$ cat config.mk
export PLATFORM = sky130hd
export DESIGN_NAME = next_pc_unit
export DESIGN_NICKNAME = d
export VERILOG_FILES = /design/src/rtl/npc_pkg.sv /design/src/rtl/npc_priority_sel.sv /design/src/rtl/next_pc_unit.sv
export SDC_FILE = /design/constraint.sdc
export NUM_CORES = 1
export LEC_CHECK = 0
export BUFFER_PORTS_ARGS = -buffer_cell sky130_fd_sc_hd__buf_2
export CORE_ASPECT_RATIO = 1.4
export CORE_MARGIN = 1
export CORE_UTILIZATION = 35
export CTS_BUF_LIST = sky130_fd_sc_hd__clkbuf_4 sky130_fd_sc_hd__clkbuf_8
export DETAILED_ROUTE_END_ITERATION = 6
export GPL_ROUTABILITY_DRIVEN = 1
export GPL_TIMING_DRIVEN = 0
export PLACE_DENSITY = 0.7
export SKIP_CTS_REPAIR_TIMING = 1
export SYNTH_ARGS = -nofsm -noshare
export SYNTH_HDL_FRONTEND = slang
export SYNTH_SLANG_ARGS = --single-unit
$ cat constraint.sdc
create_clock -name clk -period 2.1 [get_ports clk]
set_input_delay 0 -clock clk [delete_from_list [all_inputs] [get_ports clk]]
set_output_delay 0 -clock clk [all_outputs]
set_load 0.02 [all_outputs]
$ cat src/rtl/npc_pkg.sv
// Shared types and defaults for the next-PC unit.
package npc_pkg;

  localparam int unsigned NPC_XLEN       = 32;
  localparam int unsigned NPC_INC        = 4;
  localparam int unsigned NPC_ALIGN_BITS = 2;
  localparam logic [31:0] NPC_RESET_VEC  = 32'h0000_0000;
  localparam logic [31:0] NPC_EXC_VEC    = 32'h8000_0180;

  typedef enum logic [1:0] {
    RUN  = 2'd0,
    HOLD = 2'd1,
    PEND = 2'd2
  } npc_state_e;

  typedef enum logic [2:0] {
    SRC_SEQ = 3'd0,
    SRC_BR  = 3'd1,
    SRC_J   = 3'd2,
    SRC_JR  = 3'd3,
    SRC_EXC = 3'd4
  } npc_src_e;

endpackage

$ cat src/rtl/npc_priority_sel.sv
// Fixed-priority next-PC source select: exc > jr > jump > taken branch > sequential.
module npc_priority_sel
  import npc_pkg::*;
#(
  parameter int unsigned XLEN = NPC_XLEN
) (
  input  logic            exc_req_i,
  input  logic [XLEN-1:0] exc_tgt_i,
  input  logic            jr_req_i,
  input  logic [XLEN-1:0] jr_tgt_i,
  input  logic            j_req_i,
  input  logic [XLEN-1:0] j_tgt_i,
  input  logic            br_req_i,
  input  logic [XLEN-1:0] br_tgt_i,
  input  logic [XLEN-1:0] seq_tgt_i,
  output logic [XLEN-1:0] sel_tgt_o,
  output logic            any_redirect_o,
  output npc_src_e        src_o
);

  // Priority encode the request bits and pick the matching target.
  always_comb begin
    sel_tgt_o      = seq_tgt_i;
    any_redirect_o = 1'b1;
    src_o          = SRC_SEQ;
    if (exc_req_i) begin
      sel_tgt_o = exc_tgt_i;
      src_o     = SRC_EXC;
    end else if (jr_req_i) begin
      sel_tgt_o = jr_tgt_i;
      src_o     = SRC_JR;
    end else if (j_req_i) begin
      sel_tgt_o = j_tgt_i;
      src_o     = SRC_J;
    end else if (br_req_i) begin
      sel_tgt_o = br_tgt_i;
      src_o     = SRC_BR;
    end else begin
      any_redirect_o = 1'b0;
    end
  end

endmodule

$ cat src/rtl/next_pc_unit.sv
// Program counter owner for the fetch stage: source select, stall hold and
// deferred redirect. Optional exception source enabled by NPC_EXCEPTION_EN.
module next_pc_unit
  import npc_pkg::*;
#(
  parameter int unsigned     XLEN       = NPC_XLEN,
  parameter logic [XLEN-1:0] RESET_VEC  = XLEN'(NPC_RESET_VEC),
  parameter logic [XLEN-1:0] EXC_VEC    = XLEN'(NPC_EXC_VEC),
  parameter int unsigned     INC        = NPC_INC,
  parameter int unsigned     ALIGN_BITS = NPC_ALIGN_BITS
) (
  input  logic            clk,
  input  logic            rst,
  input  logic            stall,
  input  logic            branch,
  input  logic            zero,
  input  logic [XLEN-1:0] branch_target,
  input  logic            jump,
  input  logic [XLEN-1:0] jump_target,
  input  logic            jr,
  input  logic [XLEN-1:0] jr_target,
`ifdef NPC_EXCEPTION_EN
  input  logic            exc,
`endif
  output logic [XLEN-1:0] pc,
  output logic [XLEN-1:0] pc_plus_inc,
  output logic            redirect_taken,
  output logic            misalign
);

  localparam logic [XLEN-1:0] LOW_MASK = XLEN'((64'd1 << ALIGN_BITS) - 64'd1);

  npc_state_e      state_q, state_d;
  logic [XLEN-1:0] pc_q, pc_d;
  logic [XLEN-1:0] pend_q, pend_d;
  logic            redir_q, redir_d;
  logic            misal_q, misal_d;

  logic            exc_req;
  logic [XLEN-1:0] sel_tgt;
  logic            any_redirect;
  npc_src_e        src;
  logic [XLEN-1:0] apply_tgt;
  logic            apply_redir;

`ifdef NPC_EXCEPTION_EN
  assign exc_req = exc;
`else
  assign exc_req = 1'b0;
`endif

  assign pc_plus_inc = pc_q + XLEN'(INC);

  npc_priority_sel #(.XLEN(XLEN)) u_sel (
    .exc_req_i      (exc_req),
    .exc_tgt_i      (EXC_VEC),
    .jr_req_i       (jr),
    .jr_tgt_i       (jr_target),
    .j_req_i        (jump),
    .j_tgt_i        (jump_target),
    .br_req_i       (branch & zero),
    .br_tgt_i       (branch_target),
    .seq_tgt_i      (pc_plus_inc),
    .sel_tgt_o      (sel_tgt),
    .any_redirect_o (any_redirect),
    .src_o          (src)
  );

  // Next-state, next-PC and pulse generation.
  always_comb begin
    state_d     = state_q;
    pc_d        = pc_q;
    pend_d      = pend_q;
    redir_d     = 1'b0;
    misal_d     = 1'b0;
    apply_tgt   = sel_tgt;
    apply_redir = 1'b0;
    case (state_q)
      RUN, HOLD: begin
        if (stall) begin
          if (any_redirect) begin
            pend_d  = sel_tgt;
            state_d = PEND;
          end else begin
            state_d = HOLD;
          end
        end else begin
          apply_tgt   = sel_tgt;
          apply_redir = any_redirect;
          state_d     = RUN;
        end
      end
      PEND: begin
        if (stall) begin
          if (any_redirect) pend_d = sel_tgt;
        end else begin
          // Only an exception may supersede the deferred target on release.
          apply_tgt   = (src == SRC_EXC) ? sel_tgt : pend_q;
          apply_redir = 1'b1;
          state_d     = RUN;
        end
      end
      default: state_d = RUN;
    endcase
    if (!stall && state_q != npc_state_e'(2'd3)) begin
      pc_d    = apply_tgt & ~LOW_MASK;
      redir_d = apply_redir;
      misal_d = apply_redir & (|(apply_tgt & LOW_MASK));
    end
  end

  // State and PC registers with synchronous reset.
  always_ff @(posedge clk) begin
    if (rst) begin
      state_q <= RUN;
      pc_q    <= RESET_VEC;
      pend_q  <= '0;
      redir_q <= 1'b0;
      misal_q <= 1'b0;
    end else begin
      state_q <= state_d;
      pc_q    <= pc_d;
      pend_q  <= pend_d;
      redir_q <= redir_d;
      misal_q <= misal_d;
    end
  end

  assign pc             = pc_q;
  assign redirect_taken = redir_q;
  assign misalign       = misal_q;

endmodule

Word-level counts from Yosys, hierarchy flattened
Cells that the tools add are included.

Bits in registers: 66. Input bits: 103.

Add/subtract/negate cells: 1. Equality and inequality tests: 5. Mux-type cells: 19. Bitwise operators: 3. Reduce and logical (&&, ||, !) cells: 8.

Operators with widths (count): 2-to-1 mux 32 bit (6); adder 32 x 3 -> 32 bit (second input constant) (1); 2-to-1 mux 1 bit (6); 2-to-1 mux 2 bit (3); 2-to-1 mux 3 bit (2); OR reduction 2 bit (3); inequality test 2 bit (second input constant) (2); one-hot mux 2 bit (2 select lines) (1); equality test 3 bit (second input constant) (1); AND reduction 3 bit (1); OR reduction 3 bit (1); AND 1 bit (2); equality test 2 x 1 -> 1 bit (second input constant) (1); equality test 2 bit (second input constant) (1); logical NOT 2 bit (1); one-hot mux 1 bit (2 select lines) (1); logical AND 1 bit (1); logical NOT 1 bit (1); NOT 1 bit (1).

Logic depth before layout (Yosys ltp)
Word-level depth: 10. Mapped depth: 8. Depth with buffers taken out: 6.

By module
From an unflattened synthesis, not the netlist that was laid out.

Cells, all modules: 548. Area total of the unflattened synthesis: 4568.1 um2.

By module, submodules not included: next_pc_unit (times used 1, cells an instance 389, area an instance 3249.4 um2, seq. area each 1321.3 um2); npc_priority_sel (times used 1, cells an instance 159, area an instance 1318.8 um2, seq. area each 0.0 um2).

Worst setup path after synthesis
No wires, ideal clock.

Path kind: reg-to-reg. Start point: reg pc_q[2], in the netlist pc[2]. End point: reg pc_q[14], in the netlist pc[14]. Arrival time: 2234 ps. Path slack: -208 ps. Stages on the path, launching flop included: 8. Path buffers: 1. Clock period less this slack: 2308 ps. Cells stage by stage: dfxtp_1 -> ha_1 -> nand3_2 -> or3_1 -> buf_6 -> xnor2_1 -> o2111ai_1 -> a31oi_1.

Word-level cells in the longest chain between the ends: 7.

RTL lines: from (decl) (line next_pc_unit.sv:34) `logic [XLEN-1:0] pc_q, pc_d;`; from (signal assigned) (line next_pc_unit.sv:122) `pc_q <= pc_d;`; adder 32 x 3 -> 32 bit (*) (line next_pc_unit.sv:52) `assign pc_plus_inc = pc_q + XLEN'(INC);`; net pc_plus_inc[14] (line next_pc_unit.sv:26) `output logic [XLEN-1:0] pc_plus_inc,`; 2-to-1 mux 32 bit (*) (line npc_priority_sel.sv:35) `end else if (br_req_i) begin`; 2-to-1 mux 32 bit (*) (line npc_priority_sel.sv:32) `end else if (j_req_i) begin`; 2-to-1 mux 32 bit (*) (line npc_priority_sel.sv:29) `end else if (jr_req_i) begin`; 2-to-1 mux 32 bit (line next_pc_unit.sv:98) `apply_tgt = (src == SRC_EXC) ? sel_tgt : pend_q;`; 2-to-1 mux 32 bit (line next_pc_unit.sv:94) `if (stall) begin`; 2-to-1 mux 32 bit (*).

Mark *: on every way through the listed nets, which the timed path passes. The rest lies on a longest branch. A chain may end at the register's enable or synchronous reset.

Worst setup path in the final report
Start point: reg pc_q[3], in the netlist pc[3]. End point: out pc_plus_inc[20].

Word-level cells in the longest chain between the ends: 1.

RTL lines (line): adder 32 x 3 -> 32 bit (next_pc_unit.sv:52); to (decl) (next_pc_unit.sv:26).

No other way between the ends.

==> qor.yml <==
status:
  status: "finished, violations left"
  violations: "hold timing, setup timing"
timing:
  rsz0062_at_grt: "true"
  setup_viol: 9
  tns_ns: -0.9527
  timing.fmax_ghz: 0.4147
  finalCritPeriodShare_pct: 114.8
  slew-limit-headroom_pct: 37.15
  slew_viol_final: 0
  tightest_slew_ns: 0.9371
  hold_slack_ns: -0.02026
  hold_viol_final: 6
  worst_slack_ns: -0.3116
  min_period_ns: 2.412
  fin_skew_ns: 0.01186
synth:
  synth_area_leaders: "dfxtp_1 28%, nand2_1 9.3%, o21ai_0 5.4%, clkbuf_1 3.6%, a21oi_1 3.3%"
  synth_cell_type_count: 71
  synth_top_cell_by_area: "dfxtp_1"
  synth-seq-area-share_pct: 28.09
  avgSynthCellArea_um2: 7.105
  synth_flop_cell: "dfxtp_1"
  synth_edf_count: 0
  postSynthCellCount: 662
  async_reset_ff_share_pct: 0
  synth_top_area_share_pct: 28.09
  syn_area_um2: 4703
  yosys_warnings: 0
  ys_seq_elements: 66
die:
  initial_core_util_pct: 36.19
  die-area_um2: 13910
  io_pins: 169
  die_h_um: 139.2
  coreArea_um2: 13000
  num_rows: 49
  die_w_um: 99.97
run:
  drv_cap: 0
cts:
  clkTransAtPathRegs_ns: 0.08
  htreeDepth: 3
  clockBufferDepth: 2
  insertion_delay_ns: 0.38
  cts_root_buf: "clkbuf_8"
  clkSinkCount: 66
  numCtsBuffers: 9
  cts_tree: "done"
grt:
  grt_max_degree: 13
  grt_usage_pct: 30.45
  grt_pass1_vias: 5618
  grt_pass1_wl_um: 31570
  overflow: 0
  antenna_found_initial: 0
worst_setup_path:
  cp_max_fo: 8
  critPathCaptureType: "output pin"
  crit_arrival_ns: 2.41
  worstSetupStartpointType: "flip-flop"
  required_ns: 2.10
  critPathKind: "flip-flop to output pin"
power_and_ir_drop:
  vdd_drop_max_mv: 0.3007
  totalPowerFinal_w: 0.003883
  p_per_area_nw_per_um2: 594.2
  leakagePower_nw: 2.775
finish:
  syn_to_final_growth_pct: 38.95
  fin_nets: 967
  fillers: 1343
  diodes: 0
  final_common_cell: "buf_2"
  multiInputGateArea_um2: 3281
  seq_area_um2: 1369
  drive_above_1_share_pct: 33.87
  layout_common_cells: "156 x buf_2, 117 x nand2_1, 51 x o21ai_0, 46 x dfxtp_1, 40 x nor2_1"
place:
  globalplace.congestion: 0.9863
  port_buffers: 161
  dp_hpwl_um: 15860
route:
  route.detailed.drc: 0
  via_count: 6381
  wl_um: 22200
  ant_nets: 0
  via_per_inst: 6.100
  first_pass_iters: 6
  dr.first_iter.drc_count: 772
  wl_per_cell_um: 21.22
hold_path:
  min_path_type: "input port to flip-flop"
==> area by class of cell <==
type / count / area share (%)
Multi-Input combinational cell: 526 / 50.20
Sequential cell: 66 / 20.95
Timing Repair Buffer: 188 / 16.48
Buffer: 60 / 4.653
Tap cell: 178 / 3.408
Clock buffer: 11 / 2.317
Clock inverter: 5 / 1.302
Inverter: 12 / 0.6893
==> worst paths after layout <==
| check | slack (ns) | to | cells after the start | start |
|---|---|---|---|---|
| worst max-delay path | -0.31 | pc_plus_inc[20] | 7 | pc[3]$_SDFFE_PP0P_ |
| worst min-delay path | -0.02 | pc[26]$_SDFFE_PP0P_ | 5 | jump_target[26] |
| worst max register to register | -0.06 | pc[20]$_SDFFE_PP0P_ | 8 | pc[3]$_SDFFE_PP0P_ |
| worst min register to register | 0.45 | pend_q[17]$_SDFFE_PP0P_ | 2 | pend_q[17]$_SDFFE_PP0P_ |
==> critical path, cell delays in order (launching register included) <==
cell and delay, ns:
dfxtp_4 0.40, ha_4 0.16, nand3_4 0.12, or3_1 0.39, buf_6 0.15, nor4_1 0.47, or2_4 0.24, buf_6 0.11
==> where the power goes <==
group          switching [W]  leakage [nW]  internal (W)
Combinational       0.000678          2.10      0.000420
Clock               0.000576         0.116      0.000740
Sequential          0.000119         0.554       0.00135
Total                0.00137          2.77       0.00251
==> per-stage QoR <==
step	hold WS (ns)	instance area, um^2	cells	utilization (%)	worst slack, ns
2_1_floorplan	0.1878	4731	665	-	0.0007911
3_3_place_gp	0.2958	5759	1004	44.31	-0.3035
3_5_place_dp	0.3223	5759	1004	44.31	-0.2959
4_1_cts	-0.06105	5996	1020	46.13	-0.5070
5_1_grt	0.02817	6535	1046	50.28	-0.2825
6_report	-0.02026	6535	1046	50.28	-0.3116
==> flip-flops by register name (all words and copies together), names as in the netlist <==
name            count
pend_q             32
pc                 30
state_q             2
misalign            1
redirect_taken      1
==> kinds of logic (layout without fill, tap and decap cells) <==
group	count (synthesis)	after routing	synth area share (%)
other	1	4	0.07973
and+or+nand+nor	291	291	31.52
DFF	66	66	28.09
adders and majority gates	1	1	0.2660
xor gates and xnor gates	17	17	3.326
muxes	2	2	0.4257
AOI/OAI and AO/OA	211	211	29.74
buffers and inverters	73	276	6.544
==> cell usage after synthesis, types with 5 or more instances <==
library cell  count
nand2_1         117
dfxtp_1          66
o21ai_0          51
clkbuf_1         45
nor2_1           41
a21oi_1          31
o22ai_1          23
nor3_1           19
nand3_1          15
o31ai_1          14
a22oi_1          13
o31a_1           13
or2_2            13
a31oi_1          11
inv_1            11
nor4_1           11
nand2b_1         10
nor2b_1          10
o211ai_1         10
and3_1            9
buf_2             9
xor2_1            9
and4_1            8
nand4_1           7
nor4bb_1          7
xnor2_1           7
o221ai_1          6
a211oi_1          5
==> metal layers <==
layer  track usage (%)  share of wire (%)
met1             36.23                 36
met2             49.62                 47
met3             4.788                 10
met4             21.13                6.9
met5                 0                  0
No activity file was read; power rests on OpenSTA's default activity.
